## src/rtl/residual_stream_out.sv

```systemverilog
// residual_stream_out: captures one flat SEQ_LEN x EMB_DIM tensor in a single
// handshake and replays it as a row-major element stream tagged with its
// row/column position. Elements pass through bit-exact.
module residual_stream_out #(
  parameter int DATA_WIDTH = 16,
  parameter int SEQ_LEN    = 8,
  parameter int EMB_DIM    = 8,
  localparam int RW = (SEQ_LEN > 1) ? $clog2(SEQ_LEN) : 1,
  localparam int CW = (EMB_DIM > 1) ? $clog2(EMB_DIM) : 1
) (
  input  logic                                  clk,
  input  logic                                  rst_n,
  input  logic                                  in_valid,
  output logic                                  in_ready,
  input  logic [DATA_WIDTH*SEQ_LEN*EMB_DIM-1:0] in_data,
  output logic [DATA_WIDTH-1:0]                 out_data,
  output logic                                  out_valid,
  input  logic                                  out_ready,
  output logic [RW-1:0]                         out_row,
  output logic [CW-1:0]                         out_col,
  output logic                                  out_last_col,
  output logic                                  out_last,
  output logic                                  done
);

  localparam int unsigned N  = SEQ_LEN * EMB_DIM;
  localparam int          KW = (N > 1) ? $clog2(N) : 1;

  typedef enum logic [1:0] {
    S_IDLE,
    S_STREAM,
    S_DONE
  } state_t;

  state_t state, state_next;

  logic [DATA_WIDTH-1:0] buffer [N];
  logic [RW-1:0]         r;
  logic [CW-1:0]         c;
  // Flat element index kept alongside r/c so the buffer read is a plain
  // array lookup instead of an r*EMB_DIM+c multiply.
  logic [KW-1:0]         k;

  logic is_last_col, is_last_row, load, xfer;

  assign is_last_col = (c == CW'(EMB_DIM - 1));
  assign is_last_row = (r == RW'(SEQ_LEN - 1));
  assign load        = in_valid && in_ready;
  assign xfer        = out_valid && out_ready;

  // State register; reset is synchronous and active-high despite the port name.
  always_ff @(posedge clk) begin
    if (rst_n) state <= S_IDLE;
    else       state <= state_next;
  end

  // Next-state and state-decoded handshake/status outputs.
  always_comb begin
    state_next = state;
    in_ready   = 1'b0;
    out_valid  = 1'b0;
    done       = 1'b0;
    case (state)
      S_IDLE: begin
        in_ready = 1'b1;
        if (in_valid) state_next = S_STREAM;
      end
      S_STREAM: begin
        out_valid = 1'b1;
        if (out_ready && is_last_col && is_last_row) state_next = S_DONE;
      end
      S_DONE: begin
        done       = 1'b1;
        state_next = S_IDLE;
      end
      default: state_next = S_IDLE;
    endcase
  end

  // Tensor capture and row-major position counters.
  always_ff @(posedge clk) begin
    if (rst_n) begin
      for (int unsigned i = 0; i < N; i++) buffer[i] <= '0;
      r <= '0;
      c <= '0;
      k <= '0;
    end else if (load) begin
      for (int unsigned i = 0; i < N; i++) buffer[i] <= in_data[i*DATA_WIDTH +: DATA_WIDTH];
      r <= '0;
      c <= '0;
      k <= '0;
    end else if (xfer) begin
      if (is_last_col) begin
        c <= '0;
        r <= is_last_row ? '0 : r + RW'(1);
      end else begin
        c <= c + CW'(1);
      end
      k <= (is_last_col && is_last_row) ? '0 : k + KW'(1);
    end
  end

  // Outputs come from registered state only; element and tags read zero outside the stream.
  always_comb begin
    out_data     = out_valid ? buffer[k] : '0;
    out_row      = r;
    out_col      = c;
    out_last_col = out_valid && is_last_col;
    out_last     = out_valid && is_last_col && is_last_row;
  end

endmodule

```

## config.mk

```make
export PLATFORM = sky130hd
export DESIGN_NAME = residual_stream_out
export DESIGN_NICKNAME = d
export VERILOG_FILES = /design/src/rtl/residual_stream_out.sv
export SDC_FILE = /design/constraint.sdc
export NUM_CORES = 1
export LEC_CHECK = 0
export BUFFER_PORTS_ARGS = -buffer_cell sky130_fd_sc_hd__buf_2
export CAP_MARGIN = 20
export CORE_AREA = 5 5 409 411
export CTS_CLUSTER_DIAMETER = 50
export DETAILED_ROUTE_END_ITERATION = 10
export DIE_AREA = 0 0 414 416
export PLACE_DENSITY_LB_ADDON = 0.05
export SYNTH_ARGS = -nofsm -noshare
export SYNTH_HDL_FRONTEND = slang
export SYNTH_SLANG_ARGS = --single-unit
```

## constraint.sdc

```tcl
create_clock -name clk -period 29.3 [get_ports clk]
set_clock_uncertainty 0.2 [all_clocks]
set_input_delay 5.86 -clock clk [delete_from_list [all_inputs] [get_ports clk]]
set_output_delay 5.86 -clock clk [all_outputs]
set_load 0.03 [all_outputs]
```

After elaboration in Yosys (flattened, before gate mapping) --
Memory sizes are Yosys's and may differ from the RTL's. A register that Yosys moved wholly into a read port is not among the register bits. Index checks and enable logic that the tools add are counted.
Word-level totals: word-level logic and storage cells 170, bits in read-only memories 0, memories kept 1, flip-flop bits (word level) 14, latch bits 0, memory bits (writable) 1024
Memories:
- buffer | depth 64, bits a word 16, read ports 1, clocked after Yosys merged registers in 1, write ports 64, line 37 | logic [DATA_WIDTH-1:0] buffer [N];
Operators by class: equal/unequal tests 6, div/mod/pow operators 0, $lt $le $gt $ge 0, shift operators 0, reduce and logical (&&, ||, !) cells 11, bitwise logic cells 64, multiplexer cells 81, add/sub/neg operators 3, multiply operators 0
Operators with widths (number):
- 16-bit two-way mux | 65
- 1-bit OR | 64
- 6-bit two-way mux | 3
- 1-bit two-way mux | 8
- 1-bit logical AND | 7
- 3-bit by 1-bit adder with 3-bit output (second input constant) | 2
- 6-bit by 1-bit adder with 6-bit output (second input constant) | 1
- 3-bit equality test (second input constant) | 2
- 3-bit two-way mux | 2
- 2-bit two-way mux | 2
- 2-bit inequality test (second input constant) | 2
- 2-bit one-hot mux with 2 select lines | 1
- 2-bit AND reduction | 2
- 2-bit by 1-bit equality test with 1-bit output (second input constant) | 1
- 2-bit equality test (second input constant) | 1
- 2-bit logical NOT | 1
- 2-bit OR reduction | 1

Longest topological paths before layout --
depth after elaboration 7, depth in mapped cells 10, depth with buffers taken out 6

Least setup slack after synthesis --
Ideal clock, no wire load.
path type input to register, from input port rst_n, to memory buffer[0][0], enable pin, data required time 22.002 ns, setup slack -0.811 ns, path buffers 2, setup time 7.098 ns, data arrival time 22.814 ns, cell stages on the path 4, cells stage by stage clkbuf_1 clkbuf_1 inv_1 nand2_1
RTL lines:
- start, declared | line 12 | input logic rst_n,
- end, declared | line 37

==> impl_metrics.json <==
{
  "cts_setup_buffers": 0,
  "vias": 28900,
  "drv_slew": 0,
  "fin_util_pct": 36.2,
  "nets": 4918,
  "period_minus_slack_ns": 12.24,
  "worstHoldStart": "out_col[1]",
  "cts_buffers": 149,
  "finalNonFillerCells": 6222,
  "p_leak_nw": 22.6,
  "fp.dieW_microns": 414,
  "port_buffers": 1054,
  "wl_per_cell_microns": 29.4,
  "firstDrtPassIters": 5,
  "grt_pass1_vias": 31200,
  "cap_violations": 0,
  "status": "complete, no violations",
  "syn_area_sq_mm": 0.0467,
  "hold_viol": 0,
  "dr.first_iter.drc_count": 2058,
  "cts.repair.resized": 0,
  "worstReg2RegStart": "state[1]",
  "areaGrowthSynthToFinish_pct": 26.8,
  "synth-seq-cells": 1044,
  "use_met1_pct": 25.6,
  "crit_top_cell": "buf_4",
  "ys_seq_area_share_pct": 66.6,
  "fp.coreArea_sq_mm": 0.164,
  "p_per_area_mw_per_mm2": 67.6,
  "synth_nets": 3876,
  "drcViolationCount": 0,
  "htreeDepth": 4,
  "place.detailed.hpwl_microns": 137000,
  "fin_setup_tns_ns": 0,
  "synth-main-ff-cell": "edfxtp_1",
  "worstPathArrival_ns": 6.18,
  "rsz0062_at_grt": "no",
  "fp.dieArea_sq_mm": 0.172,
  "antenna_found_initial": 124,
  "end_kind": "output pin",
  "io_pins": 1055,
  "clk_pin_slew_ns": 0.05,
  "met3_usage_pct": 4.49,
  "drive_gt1_share_pct": 40.0,
  "max_freq_ghz": 0.0817,
  "synth_edf_count": 1024,
  "worst-slew-pin-transition_ns": 1.14,
  "hold_buffers": 0,
  "peakVddDrop_uv": 47.0,
  "routed_wl_microns": 183000,
  "grt_pass1_wl_microns": 249000,
  "cts_tree": "done",
  "gr-total-overflow": 0,
  "critPathRequiredTime_ns": 23.24,
  "rows": 149,
  "dpl.cell_count": 5923,
  "use_met2_pct": 36.6,
  "drtAntennaViolNets": 0,
  "cp-start-kind": "register",
  "top_usage_layer": "met2",
  "cp_top_family": "buffers and inverters",
  "slowest_stage": "dfxtp_4",
  "die-height_microns": 416,
  "finalSetupViolCount": 0,
  "path_cells": "buf_4 -> buf_4 -> buf_4 -> buf_4 -> mux4_2 -> o32ai_1 -> a211oi_1 -> o21ai_1 -> a21oi_1 -> buf_2",
  "place.gp.congestion": 0.784,
  "syn_inst": 2843,
  "cts_sinks": 1044,
  "yosys_warnings": 0,
  "via_per_inst": 4.65,
  "synth.distinct_cells": 49,
  "root_buffer": "clkbuf_16",
  "relSlewSlack_pct": 23.6,
  "crit_path_max_fanout": 47,
  "clock_latency_ns": 0.74,
  "grt_max_degree": 270,
  "cpPeakStageDelay_ns": 0.96,
  "crit_buf_inv": 5,
  "start_util_pct": 28.6,
  "track_usage_pct": 20.7,
  "critical_path_class": "reg2out",
  "async_reset_ff_share_pct": 0,
  "hold_path.class": "reg2reg",
  "cts.path.max_buffers": 3,
  "synth_area_per_cell_sq_um": 16.4,
  "period_share_pct": 41.8
}
where the power goes:
| group | switching (mW) | internal [mW] |
|---|---|---|
| Combinational | 0.193 | 0.152 |
| Clock | 0.694 | 1.14 |
| Sequential | 0.0392 | 1.79 |
| Total | 0.926 | 3.08 |
path summary, 6_finish.rpt:
| kind | endpoint | slack [ns] | depth (start not counted) |
|---|---|---|---|
| worst max-delay path | out_data[13] | 17.06 | 10 |
| worst min-delay path | out_col[1] | 0.28 | 2 |
| worst max register to register | buffer[18][6] | 23.68 | 7 |
| worst min register to register | out_col[1] | 0.28 | 2 |
area by class of cell:
cell class / count / area, sq um
clock inverters: 83 / 1010
flip-flops and latches: 1044 / 31200
fillers: 16100 / 104000
diodes: 30 / 75.1
repair buffers: 1094 / 5650
well taps: 2189 / 2740
inverters: 3 / 11.3
multi-input cells: 1593 / 14600
clock buffers: 186 / 3980
layer usage:
metal	vias to the layer above	wire [microns]	part of all wire, %
met5	-	93	0.051
met4	16	4780	2.6
met3	320	9920	5.4
met2	1075	93700	51
met1	14700	74600	41
li1	12800	-	-
cells in the final DEF (no fill, tap or decap), types with 6 or more instances in the layout:
cell type	n
mux4_2	257
clkbuf_1	30
dfxtp_1	16
o21ai_1	10
nand3_1	18
edfxtp_1	1024
clkinv_1	11
o211ai_1	6
mux2i_1	99
and2_1	547
bufinv_16	19
clkinvlp_4	8
a221oi_1	10
buf_2	1053
buf_4	35
nor2b_1	489
o21ai_0	6
nor2_1	10
clkinv_2	23
diode_2	30
a21oi_1	9
clkinv_4	7
inv_6	10
a22oi_1	40
nand2_1	24
clkbuf_16	153
a211oi_1	9
synth_stat cells (3+ instances only):
cell type / n / area, sq um
o21ai_1: 10 / 50.1
clkbuf_1: 134 / 503
nor2_1: 15 / 56.3
o211ai_1: 6 / 45.0
mux4_2: 257 / 5790
buf_6: 9 / 101
nand4_1: 3 / 18.8
inv_1: 3 / 11.3
a2111oi_0: 3 / 26.3
buf_2: 23 / 115
o21ai_0: 6 / 30.0
a211oi_1: 9 / 67.6
a21oi_1: 9 / 45.0
nand2_1: 25 / 93.8
nand3_1: 18 / 90.1
a221oi_1: 10 / 87.6
nor2b_1: 489 / 3060
edfxtp_1: 1024 / 30700
nor3_1: 4 / 20.0
dfxtp_1: 20 / 400
ha_1: 5 / 62.6
and2_1: 547 / 3420
o2bb2ai_1: 5 / 43.8
mux2i_1: 99 / 991
a22oi_1: 40 / 300
a31o_1: 3 / 26.3
o31ai_1: 3 / 22.5
buf_4: 32 / 240
xor2_1: 4 / 35.0
sequential cells by signal, indices dropped and copies added (netlist names), named ones only:
register	count
buffer	1024
k	6
out_col	3
out_row	3
state	2
stage by stage:
stage | cell area, sq um | power [mW] | worst slack, ns | hold slack, ns
after floorplan | 46700 | 2.08 | 9.59 | 0.272
after global placement | 54200 | 2.22 | 17.67 | 0.268
after detailed placement | 54200 | 2.22 | 17.61 | 0.271
after CTS | 59200 | 4.07 | 16.75 | 0.279
after global routing | 59200 | 4.16 | 16.59 | 0.302
final | 59300 | 4.01 | 17.06 | 0.280
worst register-to-register path, stage by stage (launching register included):
cell,delay [ns]
dfxtp_1,0.37
nor2_1,0.27
nand2_1,0.26
nand2_8,0.70
buf_12,0.78
buf_4,0.86
buf_4,0.83
buf_4,0.95
cells by family (layout without fill, tap and decap cells):
logic type | after synthesis | in the layout | share of synthesized area, %
AOI/OAI and AO/OA | 114 | 114 | 1.78
xor gates and xnor gates | 5 | 5 | 0.0937
adders and majority gates | 5 | 5 | 0.134
buffers and inverters | 206 | 1366 | 2.20
DFF | 1044 | 1044 | 66.6
muxes | 357 | 357 | 14.5
other | 0 | 30 | 0
and+or+nand+nor | 1112 | 1112 | 14.6
No activity file was read; power rests on OpenSTA's default activity.
